===== config.mk =====
export PLATFORM = sky130hd
export DESIGN_NAME = clock_timekeeper
export DESIGN_NICKNAME = d
export VERILOG_FILES = /design/src/rtl/clock_pkg.sv /design/src/rtl/bcd_to_7seg.sv /design/src/rtl/clock_timekeeper.sv
export SDC_FILE = /design/constraint.sdc
export NUM_CORES = 1
export LEC_CHECK = 0
export BUFFER_PORTS_ARGS = -buffer_cell sky130_fd_sc_hd__buf_2
export CELL_PAD_IN_SITES_DETAIL_PLACEMENT = 0
export CELL_PAD_IN_SITES_GLOBAL_PLACEMENT = 1
export CORE_MARGIN = 1.5
export CORE_UTILIZATION = 44
export CTS_BUF_LIST = sky130_fd_sc_hd__clkbuf_4 sky130_fd_sc_hd__clkbuf_8 sky130_fd_sc_hd__clkbuf_16
export CTS_CLUSTER_SIZE = 8
export DETAILED_ROUTE_END_ITERATION = 10
export GPL_TIMING_DRIVEN = 0
export MAX_ROUTING_LAYER = met4
export PLACE_DENSITY = 0.85
export SETUP_SLACK_MARGIN = 0.1
export SLEW_MARGIN = 5
export SYNTH_ARGS = -nofsm -noshare
export SYNTH_HDL_FRONTEND = slang
export SYNTH_SLANG_ARGS = --single-unit

===== constraint.sdc =====
create_clock -name clock -period 5.9 [get_ports clock]
set_input_delay 0 -clock clock [delete_from_list [all_inputs] [get_ports clock]]
set_output_delay 0 -clock clock [all_outputs]
set_load 0.01 [all_outputs]

===== src/rtl/clock_pkg.sv =====
// Shared constants, 7-segment glyphs and BCD helper for the time-of-day clock.
package clock_pkg;

  localparam int unsigned SEC_MAX  = 59;
  localparam int unsigned MIN_MAX  = 59;
  localparam int unsigned HOUR_MAX = 23;

  localparam int unsigned SEC_W  = $clog2(SEC_MAX + 1);
  localparam int unsigned MIN_W  = $clog2(MIN_MAX + 1);
  localparam int unsigned HOUR_W = $clog2(HOUR_MAX + 1);

  // Active-high glyphs, bit 0 = segment a
  localparam logic [6:0] GLYPH_0     = 7'h3F;
  localparam logic [6:0] GLYPH_1     = 7'h06;
  localparam logic [6:0] GLYPH_2     = 7'h5B;
  localparam logic [6:0] GLYPH_3     = 7'h4F;
  localparam logic [6:0] GLYPH_4     = 7'h66;
  localparam logic [6:0] GLYPH_5     = 7'h6D;
  localparam logic [6:0] GLYPH_6     = 7'h7D;
  localparam logic [6:0] GLYPH_7     = 7'h07;
  localparam logic [6:0] GLYPH_8     = 7'h7F;
  localparam logic [6:0] GLYPH_9     = 7'h6F;
  localparam logic [6:0] GLYPH_A     = 7'h77;
  localparam logic [6:0] GLYPH_P     = 7'h73;
  localparam logic [6:0] GLYPH_BLANK = 7'h00;

  localparam logic [3:0] CODE_A     = 4'd10;
  localparam logic [3:0] CODE_P     = 4'd11;
  localparam logic [3:0] CODE_BLANK = 4'd15;

  // 0-99 binary to {tens, ones} BCD
  function automatic logic [7:0] bin_to_bcd2(input logic [6:0] v);
    return {4'(v / 7'd10), 4'(v % 7'd10)};
  endfunction

endpackage


===== src/rtl/bcd_to_7seg.sv =====
// One 7-segment digit decoder: 0-9, A (10), P (11), blank (15, and 12-14).
module bcd_to_7seg
  import clock_pkg::*;
#(
  parameter bit SEG_ACTIVE_LOW = 1'b1
) (
  input  logic [3:0] code,
  output logic [6:0] seg_c
);

  logic [6:0] glyph;

  always_comb begin
    glyph = GLYPH_BLANK;
    case (code)
      4'd0:    glyph = GLYPH_0;
      4'd1:    glyph = GLYPH_1;
      4'd2:    glyph = GLYPH_2;
      4'd3:    glyph = GLYPH_3;
      4'd4:    glyph = GLYPH_4;
      4'd5:    glyph = GLYPH_5;
      4'd6:    glyph = GLYPH_6;
      4'd7:    glyph = GLYPH_7;
      4'd8:    glyph = GLYPH_8;
      4'd9:    glyph = GLYPH_9;
      CODE_A:  glyph = GLYPH_A;
      CODE_P:  glyph = GLYPH_P;
      default: glyph = GLYPH_BLANK;
    endcase
  end

  assign seg_c = SEG_ACTIVE_LOW ? ~glyph : glyph;

endmodule


===== src/rtl/clock_timekeeper.sv =====
// Time-of-day counter with prescaler, set mode and 12/24h 8-digit display.
// Optional alarm comparator enabled by defining CLOCK_ALARM_EN.
module clock_timekeeper
  import clock_pkg::*;
#(
  parameter int unsigned TICK_DIV       = 50_000_000,
  parameter bit          SEG_ACTIVE_LOW = 1'b1,
  parameter int unsigned INIT_HOUR      = 0
) (
  input  logic        clock,
  input  logic        reset,
  input  logic        set,
  input  logic [2:0]  up,
  input  logic        mode_ampm,
  output logic        clock_carry,
  output logic [23:0] time_bcd,
  output logic [55:0] clock_7seg
`ifdef CLOCK_ALARM_EN
  ,
  input  logic        alarm_on,
  input  logic [10:0] alarm_hm,
  output logic        alarm_hit
`endif
);

  localparam int unsigned PRE_W = $clog2(TICK_DIV);
  localparam logic [PRE_W-1:0] PRE_LAST = PRE_W'(TICK_DIV - 1);

  logic [PRE_W-1:0]  pre, pre_n;
  logic [SEC_W-1:0]  sec, sec_n, sec_inc;
  logic [MIN_W-1:0]  min, min_n, min_inc;
  logic [HOUR_W-1:0] hour, hour_n, hour_inc;
  logic              sec_wrap, min_wrap, hour_wrap;
  logic              carry_n;
  logic              ampm_mode;
  logic [2:0]        up_hist, up_rise;
  logic              ampm_hist;

  assign up_rise = up & ~up_hist;

  assign sec_wrap  = (sec == SEC_W'(SEC_MAX));
  assign min_wrap  = (min == MIN_W'(MIN_MAX));
  assign hour_wrap = (hour == HOUR_W'(HOUR_MAX));
  assign sec_inc   = sec_wrap ? '0 : sec + SEC_W'(1);
  assign min_inc   = min_wrap ? '0 : min + MIN_W'(1);
  assign hour_inc  = hour_wrap ? '0 : hour + HOUR_W'(1);

  // Set mode edits fields independently; run mode ripples carries on the tick
  always_comb begin
    pre_n   = pre;
    sec_n   = sec;
    min_n   = min;
    hour_n  = hour;
    carry_n = 1'b0;
    if (set) begin
      pre_n = '0;
      if (up_rise[0]) sec_n  = sec_inc;
      if (up_rise[1]) min_n  = min_inc;
      if (up_rise[2]) hour_n = hour_inc;
    end else if (pre == PRE_LAST) begin
      pre_n = '0;
      sec_n = sec_inc;
      if (sec_wrap) begin
        min_n = min_inc;
        if (min_wrap) begin
          hour_n  = hour_inc;
          carry_n = hour_wrap;
        end
      end
    end else begin
      pre_n = pre + PRE_W'(1);
    end
  end

  always_ff @(posedge clock) begin
    if (reset) begin
      pre         <= '0;
      sec         <= '0;
      min         <= '0;
      hour        <= HOUR_W'(INIT_HOUR);
      clock_carry <= 1'b0;
      ampm_mode   <= 1'b0;
      up_hist     <= '0;
      ampm_hist   <= 1'b0;
    end else begin
      pre         <= pre_n;
      sec         <= sec_n;
      min         <= min_n;
      hour        <= hour_n;
      clock_carry <= carry_n;
      ampm_mode   <= ampm_mode ^ (mode_ampm & ~ampm_hist);
      up_hist     <= up;
      ampm_hist   <= mode_ampm;
    end
  end

  logic [HOUR_W-1:0] hour_disp;
  logic              pm;
  logic [7:0]        ss_bcd, mm_bcd, hh_bcd, hd_bcd;
  logic [3:0]        codes [8];

  assign ss_bcd   = bin_to_bcd2(7'(sec));
  assign mm_bcd   = bin_to_bcd2(7'(min));
  assign hh_bcd   = bin_to_bcd2(7'(hour));
  assign hd_bcd   = bin_to_bcd2(7'(hour_disp));
  assign time_bcd = {hh_bcd, mm_bcd, ss_bcd};
  assign pm       = (hour >= HOUR_W'(12));

  // 12h display remaps 0 -> 12 and 13-23 -> 1-11 and blanks the leading zero
  always_comb begin
    hour_disp = hour;
    if (ampm_mode) begin
      if (hour == '0)                hour_disp = HOUR_W'(12);
      else if (hour > HOUR_W'(12))   hour_disp = hour - HOUR_W'(12);
    end
    codes[0] = ss_bcd[3:0];
    codes[1] = ss_bcd[7:4];
    codes[2] = mm_bcd[3:0];
    codes[3] = mm_bcd[7:4];
    codes[4] = hd_bcd[3:0];
    codes[5] = (ampm_mode && hd_bcd[7:4] == 4'd0) ? CODE_BLANK : hd_bcd[7:4];
    codes[6] = CODE_BLANK;
    codes[7] = ampm_mode ? (pm ? CODE_P : CODE_A) : CODE_BLANK;
  end

  for (genvar i = 0; i < 8; i++) begin : g_digit
    bcd_to_7seg #(
      .SEG_ACTIVE_LOW(SEG_ACTIVE_LOW)
    ) u_seg (
      .code  (codes[i]),
      .seg_c (clock_7seg[7*i +: 7])
    );
  end

`ifdef CLOCK_ALARM_EN
  logic alarm_in_range;

  assign alarm_in_range = (alarm_hm[10:6] <= 5'(HOUR_MAX)) && (alarm_hm[5:0] <= 6'(MIN_MAX));

  always_ff @(posedge clock) begin
    if (reset) alarm_hit <= 1'b0;
    else       alarm_hit <= alarm_on && !set && alarm_in_range && (alarm_hm == {hour, min});
  end
`endif

endmodule


==> out/results.ini <==
[yosys]
synth.area.top_cells=dfxtp_1, ha_1, nor2_1
syn_area_per_cell_um2=7.58
synth_cell_types=67
yosysTopAreaCellShare_pct=22.7
yosysSeqAreaShare_pct=22.7
synth_edf_count=0
ys_ff_latch=49
synth_area_um2=4320
yosys_most_used_dff=dfxtp_1
synthCells=570
yosysTopAreaCell=dfxtp_1
async_reset_ff_share_pct=0
yosysWarnings=0

[cts]
htree_num_levels=2
cts.sinks=49
cts_hold_buf=4
clk_pin_slew_worst_paths_ns=0.09
cts_resized=0
cts_tree=yes
clkLatencyLatePin_ns=0.30
cts_root_buf=clkbuf_8
cts_buffer_depth=2
cts_buffers=5
cts_setup_buffers=0

[timing]
relSlewSlack_pct=37.9
fin_ws_ns=1.41
fmax_ghz=0.223
tightestPinTransition_ns=0.927
timing.final.crit_share_pct=76.1
fin_skew_ns=0.00794
setup_viol=0
hold_violations=0
drv_slew=0
fin_crit_ns=4.49
setup_tns_ns=0
fin_hold_ws_ns=0.0376
rsz0062_at_grt=false

[worst_setup_path]
critPathBufInv=3
cp-start-kind=flop
crit_path_max_fanout=8
cpMostUsedCell=ha_1
startpoint=min[0]
path_class=flop to output port
required_ns=5.90
cp_slowest_cell=o21ai_0
cpPeakStageDelay_ns=0.55
r2r-start=sec[4]
cp.arrival_ns=4.49
path_cells=inv_1 > ha_1 > o31ai_1 > a221oi_2 > o21ai_0 > a21oi_2 > ha_1 > o21ai_0 > a21boi_4 > xnor2_1 > inv_1 > ha_1 > or3_1 > a32oi_1 > buf_2
crit_family=compound AO/OA/AOI/OAI gates
setup.worst_path.end_class=output port

[detailed_routing]
ant_nets=0
via_per_inst=5.04
dr.pass1.iters=4
vias=4000
drtIter0Drc=123
drc=0
detail_route.wl_per_cell_um=11.5
routed_wl_um=9130

[placed_design]
place_congestion=0.862
place_area_um2=4890
post-place-ws_ns=1.73
io_buffers=74
dp_hpwl_um=7160

[floorplan]
dieArea_um2=10400
die_w_um=102
die_y_um=102
io_pins=88
rows=35
initial_utilization_pct=46.1
coreArea_um2=9370

[cells_and_area]
fin_area_um2=5040
drive_gt1_share_pct=19.5
antenna_cells=0
fin_util_pct=53.8
fillers=963
area_growth_syn_to_layout_pct=16.6
nNetsFinal=718

[flow_run]
max-cap-violations=0

[global_routing]
overflow=0
grt_max_degree=16
grt_first_pass_wirelength_um=15400
grt_pass1_vias=3514
antenna_found_initial=0
grt.total_usage_pct=18.3

[power]
p_per_area_nw_per_um2=145
p_leak_nw=2.26
ir_drop_mv=0.105

[status]
status=finished clean

[worst_hold_path]
worstHoldStart=reset
min_path_type=input pin to flop

## worst reg2reg max path: stages (launching register included)
cell	delay (ns)
dfxtp_1	0.32
clkbuf_1	0.27
nor2b_1	0.39
and4_1	0.38
nand4_1	0.26
o31ai_4	0.34
nand2_1	0.10
or3_1	0.32
a21oi_1	0.13
## routing by layer
layer | share of wire, % | track usage, %
met5 | 0 | -
met4 | 0.80 | 3.27
met3 | 3.0 | 2.53
met2 | 46 | 30.1
met1 | 50 | 24.1
## flip-flops by register name, summed over array words and instances, names as in the netlist
signal	count
pre	26
min	6
sec	6
hour	5
up_hist	3
ampm_hist	1
ampm_mode	1
clock_carry	1
## cell families after synthesis
group | count (synthesis) | synth area share, %
xor gates and xnor gates | 37 | 7.50
adders and majority gates | 46 | 13.3
DFF | 49 | 22.7
buffers and inverters | 80 | 8.80
and+or+nand+nor | 226 | 26.2
AOI/OAI and AO/OA | 120 | 18.8
other | 2 | 0.174
muxes | 10 | 2.49
## final timing paths
kind                    end  slack [ns]  cells after the start
max          clock_7seg[18]        1.41                     15
min                  pre[1]        0.04                      3
max reg2reg         hour[3]        3.31                      8
min reg2reg          pre[0]        0.48                      1
## metrics by stage
stage | cells | total power, mW
floorplan | 580 | 0.459
global placement | 783 | 0.501
detailed placement | 783 | 0.504
CTS | 794 | 0.742
global route | 794 | 0.773
finish | 794 | 0.732
## report_power, final
group | switching (mW) | internal [mW] | total (mW)
sequential | 0.00533 | 0.335 | 0.341
clock | 0.109 | 0.126 | 0.235
combinational | 0.0869 | 0.0697 | 0.157
total | 0.202 | 0.531 | 0.732
## synth_stat cells, types with 7 or more instances
master / number
nor2_1: 63
nand3_1: 22
ha_1: 46
nor3_1: 8
or3_1: 7
nand2_1: 57
inv_1: 39
o21ai_0: 30
buf_4: 19
xnor2_1: 23
nor2b_1: 16
dfxtp_1: 49
a21oi_1: 32
nand4_1: 7
buf_2: 7
and2_1: 9
clkbuf_1: 14
xor2_1: 14
## cell type report
type	count	area [um^2]	share of cell area, %
sequential	49	981	19.5
timing repair buffer	78	410	8.15
multi-input combinational	451	3000	59.5
clock inverter	2	38.8	0.770
clock buffer	5	68.8	1.37
buffer	41	234	4.64
inverter	39	146	2.91
tap	129	161	3.20
## placed cells by master (no fill, tap or decap), drive strengths merged, types with 3 or more instances in the layout
cell / instances
buf: 101
nor2: 63
nand2: 57
dfxtp: 49
ha: 46
inv: 40
a21oi: 33
o21ai: 32
xnor2: 23
nand3: 22
clkbuf: 19
nor2b: 16
xor2: 14
conb: 12
and2: 10
nor3: 8
nand4: 7
or3: 7
nand2b: 7
mux2i: 7
nand3b: 5
o22ai: 5
o21a: 5
a21boi: 5
or2: 5
nor4: 5
a21o: 4
and3: 4
dlygate4sd3: 4
mux2: 3
a32oi: 3
a31oi: 3
o221a: 3
a2bb2oi: 3
and4: 3
a211oi: 3
(Power assumes the default switching activity.)
